--- src/rtl/axi_lite_vram_responder.sv ---
// AXI4-Lite slave for the HDMI text controller register space.
// Routes single-beat reads and writes to an external 2048x32 VRAM port
// (addr[13] = 0) or to an internal 8x32 palette register file (addr[13] = 1).
module axi_lite_vram_responder #(
  parameter int C_AXI_DATA_WIDTH = 32,
  parameter int C_AXI_ADDR_WIDTH = 16,
  parameter int VRAM_AW          = 11
) (
  input  logic                          axi_aclk,
  input  logic                          axi_aresetn,
  input  logic [C_AXI_ADDR_WIDTH-1:0]   axi_awaddr,
  input  logic [2:0]                    axi_awprot,
  input  logic                          axi_awvalid,
  output logic                          axi_awready,
  input  logic [C_AXI_DATA_WIDTH-1:0]   axi_wdata,
  input  logic [C_AXI_DATA_WIDTH/8-1:0] axi_wstrb,
  input  logic                          axi_wvalid,
  output logic                          axi_wready,
  output logic [1:0]                    axi_bresp,
  output logic                          axi_bvalid,
  input  logic                          axi_bready,
  input  logic [C_AXI_ADDR_WIDTH-1:0]   axi_araddr,
  input  logic [2:0]                    axi_arprot,
  input  logic                          axi_arvalid,
  output logic                          axi_arready,
  output logic [C_AXI_DATA_WIDTH-1:0]   axi_rdata,
  output logic [1:0]                    axi_rresp,
  output logic                          axi_rvalid,
  input  logic                          axi_rready,
  output logic                          bram_en,
  output logic [C_AXI_DATA_WIDTH/8-1:0] bram_we,
  output logic [VRAM_AW-1:0]            bram_addr,
  output logic [C_AXI_DATA_WIDTH-1:0]   bram_wdata,
  input  logic [C_AXI_DATA_WIDTH-1:0]   bram_rdata,
  output logic [8*C_AXI_DATA_WIDTH-1:0] palette
);

  localparam int STRB_W    = C_AXI_DATA_WIDTH / 8;
  localparam int PAL_WORDS = 8;

  typedef enum logic [1:0] {W_IDLE, W_COMMIT, W_RESP} w_state_t;
  typedef enum logic [1:0] {R_IDLE, R_ADDR, R_WAIT, R_DATA} r_state_t;

  w_state_t w_state_reg, w_state_next;
  r_state_t r_state_reg, r_state_next;

  logic                        active_reg;
  logic                        aw_held_reg, w_held_reg;
  logic [C_AXI_ADDR_WIDTH-1:0] aw_addr_reg, ar_addr_reg;
  logic [C_AXI_DATA_WIDTH-1:0] wdata_reg;
  logic [STRB_W-1:0]           wstrb_reg;
  logic [C_AXI_DATA_WIDTH-1:0] rdata_reg;
  logic [C_AXI_DATA_WIDTH-1:0] pal_word [PAL_WORDS];

  logic aw_hs, w_hs, ar_hs;
  logic wr_commit, wr_to_pal, rd_from_pal, vram_wr_commit;
  logic unused_bits;

  // Ready flags are held low during reset and for the first cycle after it,
  // so every output reads 0 while the block is being reset.
  assign axi_awready = active_reg && (w_state_reg == W_IDLE) && !aw_held_reg;
  assign axi_wready  = active_reg && (w_state_reg == W_IDLE) && !w_held_reg;
  assign axi_arready = active_reg && (r_state_reg == R_IDLE);
  assign axi_bvalid  = (w_state_reg == W_RESP);
  assign axi_rvalid  = (r_state_reg == R_DATA);
  assign axi_bresp   = 2'b00;
  assign axi_rresp   = 2'b00;
  assign axi_rdata   = rdata_reg;

  assign aw_hs = axi_awvalid && axi_awready;
  assign w_hs  = axi_wvalid && axi_wready;
  assign ar_hs = axi_arvalid && axi_arready;

  assign wr_to_pal      = aw_addr_reg[13];
  assign rd_from_pal    = ar_addr_reg[13];
  assign wr_commit      = (w_state_reg == W_COMMIT);
  assign vram_wr_commit = wr_commit && !wr_to_pal;

  // Byte-lane offset and address bits above the decode window are don't-care.
  assign unused_bits = ^{axi_awprot, axi_arprot, aw_addr_reg[1:0], ar_addr_reg[1:0],
                         aw_addr_reg[C_AXI_ADDR_WIDTH-1:14], ar_addr_reg[C_AXI_ADDR_WIDTH-1:14]};

  // Tracks the first cycle out of reset.
  always_ff @(posedge axi_aclk) begin
    if (!axi_aresetn) active_reg <= 1'b0;
    else              active_reg <= 1'b1;
  end

  // Write FSM next state: commit once both address and data are in hand.
  always_comb begin
    w_state_next = w_state_reg;
    unique case (w_state_reg)
      W_IDLE:   if ((aw_held_reg || aw_hs) && (w_held_reg || w_hs)) w_state_next = W_COMMIT;
      W_COMMIT: w_state_next = W_RESP;
      W_RESP:   if (axi_bready) w_state_next = W_IDLE;
      default:  w_state_next = W_IDLE;
    endcase
  end

  // Write FSM state and independent AW / W latches.
  always_ff @(posedge axi_aclk) begin
    if (!axi_aresetn) begin
      w_state_reg <= W_IDLE;
      aw_held_reg <= 1'b0;
      w_held_reg  <= 1'b0;
      aw_addr_reg <= '0;
      wdata_reg   <= '0;
      wstrb_reg   <= '0;
    end else begin
      w_state_reg <= w_state_next;
      if (aw_hs) aw_addr_reg <= axi_awaddr;
      if (w_hs) begin
        wdata_reg <= axi_wdata;
        wstrb_reg <= axi_wstrb;
      end
      if (w_state_next == W_COMMIT) begin
        aw_held_reg <= 1'b0;
        w_held_reg  <= 1'b0;
      end else begin
        if (aw_hs) aw_held_reg <= 1'b1;
        if (w_hs)  w_held_reg  <= 1'b1;
      end
    end
  end

  // Read FSM next state: a VRAM write commit owns the BRAM port, so the
  // read address phase waits a cycle and then sees the freshly written word.
  always_comb begin
    r_state_next = r_state_reg;
    unique case (r_state_reg)
      R_IDLE:  if (ar_hs) r_state_next = R_ADDR;
      R_ADDR:  if (!vram_wr_commit) r_state_next = R_WAIT;
      R_WAIT:  r_state_next = R_DATA;
      R_DATA:  if (axi_rready) r_state_next = R_IDLE;
      default: r_state_next = R_IDLE;
    endcase
  end

  // Read FSM state, address latch and read-data capture/hold.
  always_ff @(posedge axi_aclk) begin
    if (!axi_aresetn) begin
      r_state_reg <= R_IDLE;
      ar_addr_reg <= '0;
      rdata_reg   <= '0;
    end else begin
      r_state_reg <= r_state_next;
      if (ar_hs) ar_addr_reg <= axi_araddr;
      if (r_state_reg == R_WAIT)
        rdata_reg <= rd_from_pal ? pal_word[ar_addr_reg[4:2]] : bram_rdata;
    end
  end

  // BRAM port mux: a committing VRAM write has priority over a read.
  always_comb begin
    bram_en    = 1'b0;
    bram_we    = '0;
    bram_addr  = '0;
    bram_wdata = '0;
    if (vram_wr_commit) begin
      bram_en    = 1'b1;
      bram_we    = wstrb_reg;
      bram_addr  = aw_addr_reg[2 +: VRAM_AW];
      bram_wdata = wdata_reg;
    end else if (r_state_reg == R_ADDR) begin
      bram_en    = 1'b1;
      bram_addr  = ar_addr_reg[2 +: VRAM_AW];
    end
  end

  // Palette register file; upper addresses alias onto the 8 words.
  for (genvar gi = 0; gi < PAL_WORDS; gi++) begin : g_pal
    logic [C_AXI_DATA_WIDTH-1:0] word_reg;

    // Byte-masked update of this palette word during the write commit.
    always_ff @(posedge axi_aclk) begin
      if (!axi_aresetn) begin
        word_reg <= '0;
      end else if (wr_commit && wr_to_pal && (aw_addr_reg[4:2] == 3'(gi))) begin
        for (int b = 0; b < STRB_W; b++)
          if (wstrb_reg[b]) word_reg[b*8 +: 8] <= wdata_reg[b*8 +: 8];
      end
    end

    assign pal_word[gi] = word_reg;
    assign palette[gi*C_AXI_DATA_WIDTH +: C_AXI_DATA_WIDTH] = word_reg;
  end

endmodule

--- config.mk ---
export PLATFORM = sky130hd
export DESIGN_NAME = axi_lite_vram_responder
export DESIGN_NICKNAME = d
export VERILOG_FILES = /design/src/rtl/axi_lite_vram_responder.sv
export SDC_FILE = /design/constraint.sdc
export NUM_CORES = 1
export LEC_CHECK = 0
export ABC_AREA = 1
export CAP_MARGIN = 25
export CELL_PAD_IN_SITES_DETAIL_PLACEMENT = 2
export CELL_PAD_IN_SITES_GLOBAL_PLACEMENT = 2
export CORE_MARGIN = 2
export CORE_UTILIZATION = 27
export CTS_CLUSTER_DIAMETER = 150
export CTS_CLUSTER_SIZE = 24
export DETAILED_ROUTE_END_ITERATION = 6
export GPL_TIMING_DRIVEN = 1
export PLACE_DENSITY_LB_ADDON = 0.1
export REMOVE_ABC_BUFFERS = 1
export SLEW_MARGIN = 10
export SYNTH_ARGS = -nofsm -noshare
export SYNTH_HDL_FRONTEND = slang
export SYNTH_SLANG_ARGS = --single-unit
--- constraint.sdc ---
create_clock -name axi_aclk -period 3.6 [get_ports axi_aclk]
set_input_delay 0.36 -clock axi_aclk [delete_from_list [all_inputs] [get_ports axi_aclk]]
set_output_delay 0.36 -clock axi_aclk [all_outputs]
set_load 0.02 [all_outputs]
# Word-level counts from Yosys, hierarchy flattened

Index checks and enable logic that the tools add are counted.

Bits in registers: 359
Bits in latches: 0
RAM bits: 0
Memory bits (read-only): 0
Bits of input ports: 113
Logic and storage cells: 139
Memories: 0

$add $sub $neg: 0
Multipliers: 0
Divide/modulo/power cells: 0
$lt $le $gt $ge: 1
Equal/unequal tests: 16
Shift-type cells: 0
Mux-type cells: 18
Bitwise operators: 2
Reductions and logical operators: 60

Operators by type and width:

| operator           | count |
|---|---|
| $mux 32            | 4 |
| $bmux 32 s3        | 1 |
| $reduce_and 2->1   | 32 |
| $mux 11            | 2 |
| $logic_and 1x1->1  | 18 |
| $eq 3x3->1 const B | 4 |
| $mux 2             | 5 |
| $pmux 2 s4         | 1 |
| $eq 2x1->1 const B | 3 |
| $eq 2x2->1 const B | 3 |
| $eq 3x2->1 const B | 2 |
| $pmux 2 s3         | 1 |
| $ge 4x4->1 const B | 1 |
| $logic_not 2->1    | 2 |
| $mux 4             | 1 |
| $ne 2x2->1 const B | 2 |
| $not 3->4          | 1 |
| $eq 3x1->1 const B | 1 |
| $logic_not 1->1    | 3 |
| $logic_not 3->1    | 1 |
| $mux 1             | 3 |
| $reduce_and 3->1   | 1 |
| $logic_or 1x1->1   | 2 |
| $ne 2x1->1 const B | 1 |
| other kinds (2)    | 2 |

# Logic depth before layout (Yosys ltp)

Gate-level depths: netlist (run 1).

Word-level depth: 10
Depth in mapped cells: 9

# Least setup slack after synthesis (run 1)

No wires, ideal clock.

Path type: reg-to-output
From: register w_state_reg[1]
To: output port bram_en
Arrival: 1.303 ns
Data required time: 3.240 ns
Setup slack: 1.937 ns
Stages on the path, launching flop included: 6
Buffers on the path: 2
Path through: dfxtp_1 inv_1 nand3_1 clkbuf_1 buf_1 nand2_1

Word-level cells in the longest chain between the ends: 3

Ends and longest elaborated chain:

| element                | RTL line | source |
|---|---|---|
| from (decl)            | 44       | `w_state_t w_state_reg, w_state_next;` |
| from (signal assigned) | 110      | `w_state_reg <= w_state_next;` |
| $eq 2x1->1             | 76       | `assign wr_commit = (w_state_reg == W_COMMIT);` |
| $logic_and 1x1->1      | 77       | `assign vram_wr_commit = wr_commit && !wr_to_pal;` |
| $mux 1                 | 159      | `if (vram_wr_commit) begin` |
| to (decl)              | 30       | `output logic bram_en,` |

No other way between the ends.

# Worst setup path after layout (run 1)

From: register w_state_reg[1]
To: output port bram_addr[3]

Word-level cells in the longest chain between the ends: 3

Ends and longest elaborated chain:

| element           | RTL line | source |
|---|---|---|
| $eq 2x1->1        | 76       |  |
| $logic_and 1x1->1 | 77       |  |
| $mux 11           | 159      |  |
| to (decl)         | 32       | `output logic [VRAM_AW-1:0] bram_addr,` |

No other way between the ends.

==> results.yml, run 1 <==
status:
  status: "completed"
job:
  drv_cap: 0
synthesis:
  ys_seq_elements: 355
  synth.distinct_cells: 24
  ys_warn_count: 0
  syn_area_per_cell_um2: 6.63
  synth_area_um2: 16500
  netlist_instances: 2487
  synth-seq-area-share_pct: 43.1
floorplanning:
  start_util_pct: 27.3
  ioPinCount: 458
  coreArea_um2: 60400
  die_y_um: 251
  die_x_um: 251
  fp-row-count: 90
  dieArea_um2: 63100
finish:
  largest_reg_flops: 256
  final_nets: 2893
  fin_cells: 3561
  syn2layout_area_growth_pct: 32.8
  drive_gt1_share_pct: 4.14
  final_common_cell: "clkdlybuf4s50_1"
  final_cell_mix: "438 x clkdlybuf4s50_1, 373 x nor2_1, 351 x dfxtp_1, 330 x nand2_1, 321 x o21ai_0"
global_routing:
  antenna_found_initial: 5
  track_usage_pct: 25.6
  grt_pass1_wl_mm: 123
  grt_pass1_vias: 18963
  gr-total-overflow: 0
  grt_max_degree: 108
critical_path:
  slowest_delay_ns: 0.67
  worstSetupEndpointType: "output pin"
  cpMaxStageDelayCell: "clkdlybuf4s50_1"
  crit_arrival_ns: 2.65
  path_cells: "inv_1, nand3_4, buf_4, nand3_1, o21ai_0, clkdlybuf4s50_1"
  crit_path_max_fanout: 28
  path_class: "register to output pin"
  worstPathRequired_ns: 3.24
  cp-start-kind: "register"
clock_network:
  cts_tree: "built"
  clockBufferDepth: 3
  postCtsSetupRepairBufs: 0
  clk_pin_slew_ns: 0.11
  clk_latency_ns: 0.56
  cts_resized: 0
  clock_sinks: 355
  htree_levels: 1
  cts_buffers: 18
  holdBufCountCts: 0
  cts-root-buf: "clkbuf_16"
hold_path:
  worst_hold_path_type: "input pin to register"
timing:
  final.period_utilization_pct: 83.5
  hold_viol: 0
  holdWs_ns: 0.277
  fin_worst_skew_ns: 0.0131
  final-setup-viol-count: 0
  tightest_slew_ns: 1.05
  drv_slew: 0
  fmax_mhz: 333
  rsz0062_at_grt: "no"
  layout_min_cycle_time_ns: 3.01
  slew_headroom_pct: 29.9
route:
  first_iter_violations: 815
  vias_per_cell: 5.07
  detail-route-antenna-nets: 0
  drtPass1Iterations: 5
  vias: 18044
  routedWlPerCell_um: 23.3
  wl_mm: 83.1
  post-route-drc-count: 0
place:
  gp_congestion: 0.829
  portBuffers: 439
  place_inst: 3535
  dp_hpwl_mm: 56.3
power:
  power.density_nw_per_um2: 425
  vdd_drop_max_v: 0.000271
  leakage_nw: 8.08
[routing by layer]
metal | track usage, % | vias up | wire length (µm)
li1 | - | 8501 | -
met1 | 32.8 | 9125 | 36300
met5 | 0 | - | 57
met4 | 5.88 | 8 | 1850
met2 | 44.6 | 327 | 40900
met3 | 4.51 | 83 | 4010
[area by class of cell]
type / count / area, µm²
diodes: 3 / 7.51
clock buffers: 20 / 479
clock inverters: 1 / 7.51
fillers: 7142 / 38500
inverters: 280 / 1050
multi-input cells: 1651 / 7540
flip-flops and latches: 355 / 7120
well taps: 782 / 978
repair buffers: 469 / 4720
[synthesized netlist by cell type]
library cell  number  area, µm²
nand3_2            1       10.0
nand2_2            6       37.5
buf_1             50        188
a21oi_1          157        786
a21boi_0           1       7.51
inv_2              1       3.75
nand4_1            1       6.26
inv_1            277       1040
conb_1             1       3.75
nor2_2            25        156
buf_4              8       60.1
ha_1               5       62.6
nand3_4            1       17.5
dfxtp_1          355       7110
nand3_1          218       1090
or2_2             11       68.8
nand2_1          330       1240
nor2_1           373       1400
clkbuf_1         127        477
nor2_4             5       56.3
clkinv_1           2       7.51
nor3_1           192        961
o21ai_0          321       1610
buf_2             19       95.1
[per-stage QoR]
stage                     TNS (ns)  worst slack [ns]  util, %  power [W]  instance area [µm²]
final                            0             0.593     36.3    0.00931                21900
after global routing             0             0.430     36.3    0.00980                21900
after CTS                        0             0.520     36.2    0.00942                21800
after detailed placement         0              1.12     35.4    0.00698                21400
after global placement           0              1.18     35.3    0.00687                21300
after floorplan             -45.27             -1.55        -    0.00569                15700
[worst max-delay path, delay by kind of cell, from the launching register on]
kind	cells	cell delay, ns
AOI/OAI and AO/OA	1	0.16
buffers and inverters	3	1.18
DFF	1	0.35
and+or+nand+nor	2	0.34
[where the power goes]
part	total (W)	leakage, nW	switching, W	internal, W
combinational	0.00252	4.97	0.00167	0.000846
sequential	0.00438	2.88	0.000244	0.00413
clock	0.00242	0.235	0.00146	0.000960
total	0.00931	8.08	0.00338	0.00594
[kinds of logic (layout without fill, tap and decap cells)]
family	Yosys count	after routing	synth area share, %
buffers and inverters	484	770	11.3
DFF	355	355	43.1
AOI/OAI and AO/OA	479	479	14.6
and+or+nand+nor	1163	1163	30.6
other	1	7	0.0227
adders and majority gates	5	5	0.379
[final timing paths]
kind / start / endpoint / slack, ns / depth (start not counted)
setup / recovery: w_state_reg[1] / bram_addr[3] / 0.59 / 6
hold / removal: axi_aresetn / g_pal[7].word_reg[25] / 0.28 / 3
setup reg to reg: w_state_reg[0] / g_pal[1].word_reg[26] / 1.13 / 6
hold reg to reg: aw_addr_reg[5] / aw_addr_reg[5] / 0.46 / 2
Note: power is estimated with default switching activity, not from simulation.
==> run 2, diff against run 1 <==
--- a/config.mk
+++ b/config.mk
@@ -10,7 +10,7 @@
 export CELL_PAD_IN_SITES_DETAIL_PLACEMENT = 2
 export CELL_PAD_IN_SITES_GLOBAL_PLACEMENT = 2
 export CORE_MARGIN = 2
-export CORE_UTILIZATION = 27
+export CORE_UTILIZATION = 23
 export CTS_CLUSTER_DIAMETER = 150
 export CTS_CLUSTER_SIZE = 24
 export DETAILED_ROUTE_END_ITERATION = 6
==> constraint.sdc (replaced) <==
create_clock -name axi_aclk -period 2.62 [get_ports axi_aclk]
set_input_delay 0.262 -clock axi_aclk [delete_from_list [all_inputs] [get_ports axi_aclk]]
set_output_delay 0.262 -clock axi_aclk [all_outputs]
set_load 0.02 [all_outputs]
==> results.yml, run 2 (same netlist as run 1, synthesis figures left out) <==
floorplanning:
  die_y_um: 272
  die_x_um: 272
  coreArea_um2: 71200
  dieArea_um2: 73800
  start_util_pct: 23.1
  ioPinCount: 458
  fp-row-count: 98
power:
  switchingPower_w: 0.00471
  power.share.clock_pct: 25.9
  p_seq_share_pct: 46.6
  vdd_drop_max_v: 0.000320
  leakage_nw: 8.64
  combPwrFrac_pct: 27.5
  power.density_nw_per_um2: 574
  netSwitchingFraction_pct: 36.5
  intPower_w: 0.00820
finish:
  largest_reg_flops: 256
  syn2layout_area_growth_pct: 36.4
  final_cell_mix: "409 x clkdlybuf4s50_1, 372 x nor2_1, 351 x dfxtp_1, 330 x nand2_1, 321 x o21ai_0"
  seqCellArea_um2: 7120
  multiInputGateArea_um2: 7540
  final_nets: 2929
  final_common_cell: "clkdlybuf4s50_1"
  num-fill-cells: 8430
  drive_gt1_share_pct: 5.40
timing:
  hold_viol: 0
  final.period_utilization_pct: 95.4
  tightest_slew_ns: 0.728
  rsz0062_at_grt: "no"
  holdWs_ns: 0.0986
  final-setup-viol-count: 0
  layout_min_cycle_time_ns: 2.50
  slew_headroom_pct: 51.5
  setup-tns-final_ns: 0
  fin_ws_ns: 0.122
  fin_worst_skew_ns: 0.0160
  drv_slew: 0
  fmax_mhz: 400
critical_path:
  crit_path_max_fanout: 12
  reg2reg_slack_ns: 0.43
  slowest_delay_ns: 0.62
  worstPathRequired_ns: 2.36
  r2r_start: "w_state_reg[0]"
  reg2reg_depth: 7
  worstSetupEndpoint: "bram_wdata[9]"
  worstSetupStartpoint: "w_state_reg[1]"
  crit_arrival_ns: 2.24
  worst_r2r_endpoint: "g_pal[4].word_reg[19]"
  cp-start-kind: "register"
  path_class: "register to output pin"
  cpMaxStageDelayCell: "clkdlybuf4s50_1"
  worstSetupEndpointType: "output pin"
  path_cells: "inv_1, nand3_4, buf_4, nor2_1, clkdlybuf4s50_1"
place:
  dp_worst_setup_slack_ns: 0.437
  gp_congestion: 0.770
  portBuffers: 439
  dp_hpwl_mm: 60.9
route:
  wl_mm: 86.8
  routedWlPerCell_um: 23.1
  post-route-drc-count: 0
  first_iter_violations: 645
  vias_per_cell: 4.82
  detail-route-antenna-nets: 0
  vias: 18158
  drtPass1Iterations: 5
clock_network:
  clk_pin_slew_ns: 0.11
  cts-root-buf: "clkbuf_16"
  clk_latency_ns: 0.56
  htree_levels: 1
  clock_sinks: 355
  holdBufCountCts: 0
  cts_buffers: 18
  clockBufferDepth: 3
  cts_tree: "built"
global_routing:
  gr-total-overflow: 0
  antenna_found_initial: 8
  grt_max_degree: 82
  track_usage_pct: 22.7
  grt_pass1_wl_mm: 127
  grt_pass1_vias: 19265
hold_path:
  hold_depth: 3
  worst_hold_path_type: "input pin to register"
status:
  status: "completed"
job:
  drv_cap: 0
## run 2: cell types whose count changed in the layout (fill, tap and decap cells not counted), sizes merged
cell           delta
dlygate4sd2      +12
dlymetal6s2s     +17
clkdlybuf4s50    -29
diode             -2
clkbuf            +1
buf              +36
## run 2: power by group through the flow
stage          sequential, W  combinational [W]  clock [W]
6_report             0.00601            0.00355    0.00334
3_5_place_dp         0.00614            0.00362          0
4_1_cts              0.00602            0.00363    0.00352
5_1_grt              0.00607            0.00390    0.00366
2_1_floorplan        0.00633            0.00149          0
3_3_place_gp         0.00612            0.00352          0
## run 2: per-layer routing
metal	global-route usage (%)	up-vias	share of wire, %
met5	0	-	0.086
met4	5.19	14	2.2
li1	-	8580	-
met1	28.9	9163	44
met2	40.2	313	49
met3	3.66	88	4.2
## run 2: metrics by stage
| stage | util [%] | cell area [µm²] | cells | power, W |
|---|---|---|---|---|
| 6_report | 31.6 | 22500 | 3764 | 0.0129 |
| 2_1_floorplan | - | 15700 | 2286 | 0.00782 |
| 4_1_cts | 31.5 | 22400 | 3763 | 0.0132 |
| 3_3_place_gp | 30.8 | 21900 | 3739 | 0.00964 |
| 5_1_grt | 31.6 | 22500 | 3764 | 0.0136 |
| 3_5_place_dp | 30.8 | 21900 | 3739 | 0.00977 |
## run 2: worst min-delay path by stage
| stage | start | slack, ns | endpoint |
|---|---|---|---|
| global placement | aw_addr_reg[8] | 0.43 | aw_addr_reg[8] |
| detailed placement | aw_addr_reg[11] | 0.45 | aw_addr_reg[11] |
| finish | axi_aresetn | 0.1 | g_pal[7].word_reg[0] |
| global route | axi_aresetn | 0.12 | g_pal[7].word_reg[4] |
| CTS | axi_aresetn | 0.11 | g_pal[7].word_reg[0] |
| floorplan | axi_aresetn | 0.29 | active_reg |
## run 2: cell type report
class | instances | share of cell area [%]
timing repair buffer | 505 | 22.7
inverter | 280 | 4.68
sequential | 355 | 31.6
clock inverter | 1 | 0.0334
antenna | 1 | 0.0111
clock buffer | 21 | 2.15
multi-input combinational | 1651 | 33.5
tap | 950 | 5.29
## run 2: critical path: cells and delay by family (launching register included)
family        cells  cell delay, ns
buf+inv           3            1.04
flops             1            0.33
simple gates      2            0.29
## run 2: repair_timing
item,in CTS,in global routing
setup endpoints to repair,45,17
buffers inserted,2,0
resized for setup,13,17
pin swaps,1,0
==> run 3, diff against run 2 <==
--- a/config.mk
+++ b/config.mk
@@ -10,11 +10,10 @@
 export CELL_PAD_IN_SITES_DETAIL_PLACEMENT = 2
 export CELL_PAD_IN_SITES_GLOBAL_PLACEMENT = 2
 export CORE_MARGIN = 2
-export CORE_UTILIZATION = 23
+export CORE_UTILIZATION = 27
 export CTS_CLUSTER_DIAMETER = 150
 export CTS_CLUSTER_SIZE = 24
 export DETAILED_ROUTE_END_ITERATION = 6
-export GPL_TIMING_DRIVEN = 1
 export PLACE_DENSITY_LB_ADDON = 0.1
 export REMOVE_ABC_BUFFERS = 1
 export SLEW_MARGIN = 10
==> constraint.sdc (replaced) <==
create_clock -name axi_aclk -period 3.1 [get_ports axi_aclk]
set_input_delay 0.31 -clock axi_aclk [delete_from_list [all_inputs] [get_ports axi_aclk]]
set_output_delay 0.31 -clock axi_aclk [all_outputs]
set_load 0.02 [all_outputs]
==> results.yml, run 3 (same netlist as run 1, synthesis figures left out) <==
status:
  status: "completed"
timing:
  final.period_utilization_pct: 94.4
  rsz0062_at_grt: "no"
  hold_viol: 0
  fmax_mhz: 342
  fin_worst_skew_ns: 0.0135
  fin_ws_ns: 0.172
  final-setup-viol-count: 0
  slew_headroom_pct: 32.6
  layout_min_cycle_time_ns: 2.93
  tightest_slew_ns: 1.01
  drv_slew: 0
finish:
  drive_gt1_share_pct: 4.52
  num-fill-cells: 7119
  seqCellArea_um2: 7120
  syn2layout_area_growth_pct: 33.3
  multiInputGateArea_um2: 7540
  final_cell_mix: "438 x clkdlybuf4s50_1, 373 x nor2_1, 351 x dfxtp_1, 330 x nand2_1, 321 x o21ai_0"
  largest_reg_flops: 256
  final_common_cell: "clkdlybuf4s50_1"
  final_nets: 2904
  final_util_pct: 36.4
clock_network:
  clockBufferDepth: 3
  cts-root-buf: "clkbuf_16"
  postCtsSetupRepairBufs: 0
  clock_sinks: 355
  clk_pin_slew_ns: 0.11
  htree_levels: 1
  clk_latency_ns: 0.56
  holdBufCountCts: 0
  cts_tree: "built"
  cts_resized: 0
  cts_buffers: 18
floorplanning:
  die_x_um: 251
  ioPinCount: 458
  start_util_pct: 27.3
  fp-row-count: 90
  dieArea_um2: 63100
  coreArea_um2: 60400
  die_y_um: 251
global_routing:
  grt_pass1_vias: 19326
  use_met3_pct: 4.52
  antenna_found_initial: 4
  grt_max_degree: 105
  busiest_layer: "met2"
  met2_usage_pct: 43.6
  use_met1_pct: 33.0
  gr-total-overflow: 0
  track_usage_pct: 25.5
  grt_pass1_wl_mm: 123
power:
  switchingPower_w: 0.00389
  combPwrFrac_pct: 27.3
  p_seq_share_pct: 46.6
  intPower_w: 0.00688
  leakage_nw: 8.13
  netSwitchingFraction_pct: 36.1
  power.share.clock_pct: 26.1
  vdd_drop_max_v: 0.000415
  power.density_nw_per_um2: 490
critical_path:
  cp-start-kind: "register"
  worst_r2r_endpoint: "g_pal[0].word_reg[19]"
  worstSetupEndpointType: "output pin"
  r2r_start: "w_state_reg[0]"
  path_class: "register to output pin"
  path_depth: 4
  cp_num_buf_inv: 2
  reg2reg_depth: 6
  cpMaxStageDelayCell: "clkdlybuf4s50_1"
  crit_path_max_fanout: 18
  path_cells: "nand3_4, buf_4, nor2_1, clkdlybuf4s50_1"
  worstPathRequired_ns: 2.79
  reg2reg_slack_ns: 0.73
  crit_arrival_ns: 2.62
  slowest_delay_ns: 0.67
  crit_family: "buffers and inverters"
route:
  post-route-drc-count: 0
  first_iter_violations: 784
  drtPass1Iterations: 4
  vias: 18088
  routedWlPerCell_um: 23.1
  vias_per_cell: 5.07
  wl_mm: 82.4
  detail-route-antenna-nets: 0
place:
  dp_hpwl_mm: 56.7
  dp_worst_setup_slack_ns: 0.743
  portBuffers: 439
  gp_congestion: 0.800
hold_path:
  worstHoldEndpoint: "g_pal[7].word_reg[25]"
  worst_hold_path_type: "input pin to register"
  hold_depth: 3
  hold_path.startpoint: "axi_aresetn"
job:
  drv_cap: 0
## run 3: layer usage
| metal | up-vias | wire, µm |
|---|---|---|
| li1 | 8522 | - |
| met1 | 9108 | 36500 |
| met2 | 354 | 39700 |
| met3 | 98 | 4050 |
| met4 | 6 | 2180 |
| met5 | - | 41 |
## run 3: tightest hold or removal path, stage by stage
cell and delay, ns:
buf_8 0.24, nand2_1 0.15, nor2_1 0.04
## run 3: how the worst max path moves through the flow
stage,endpoint,slack (ns),startpoint
detailed placement,g_pal[0].word_reg[16],0.74,w_state_reg[0]
floorplan,axi_rdata[13],-2.05,ar_addr_reg[2]
global placement,bram_wdata[20],0.78,w_state_reg[0]
CTS,bram_wdata[20],0.12,w_state_reg[0]
global route,bram_wdata[20],0.02,w_state_reg[1]
finish,bram_wdata[20],0.17,w_state_reg[0]
## run 3: power groups by stage
stage               Sequential (W)  Clock, W  Combinational, W
floorplan                  0.00535         0           0.00126
global placement           0.00511         0           0.00288
detailed placement         0.00513         0           0.00296
CTS                        0.00502   0.00291           0.00298
global route               0.00506   0.00306           0.00323
finish                     0.00502   0.00281           0.00293
## run 3: area by class of cell
class	instances	area share, %
Clock inverter	1	0.0342
Antenna cell	1	0.0114
Timing Repair Buffer	480	21.8
Clock buffer	21	2.20
Multi-Input combinational cell	1651	34.3
Inverter	280	4.79
Tap cell	782	4.45
Sequential cell	355	32.4
## run 3: through the flow
stage / total power (W) / area [µm²] / TNS [ns] / hold WS [ns] / cells
after floorplan: 0.00661 / 15700 / -62.16 / 0.338 / 2286
after global placement: 0.00798 / 21500 / 0 / 0.437 / 3547
after detailed placement: 0.00809 / 21500 / 0 / 0.443 / 3548
after CTS: 0.0109 / 22000 / 0 / 0.210 / 3570
after global routing: 0.0114 / 22000 / 0 / 0.245 / 3570
final: 0.0108 / 22000 / 0 / 0.241 / 3571
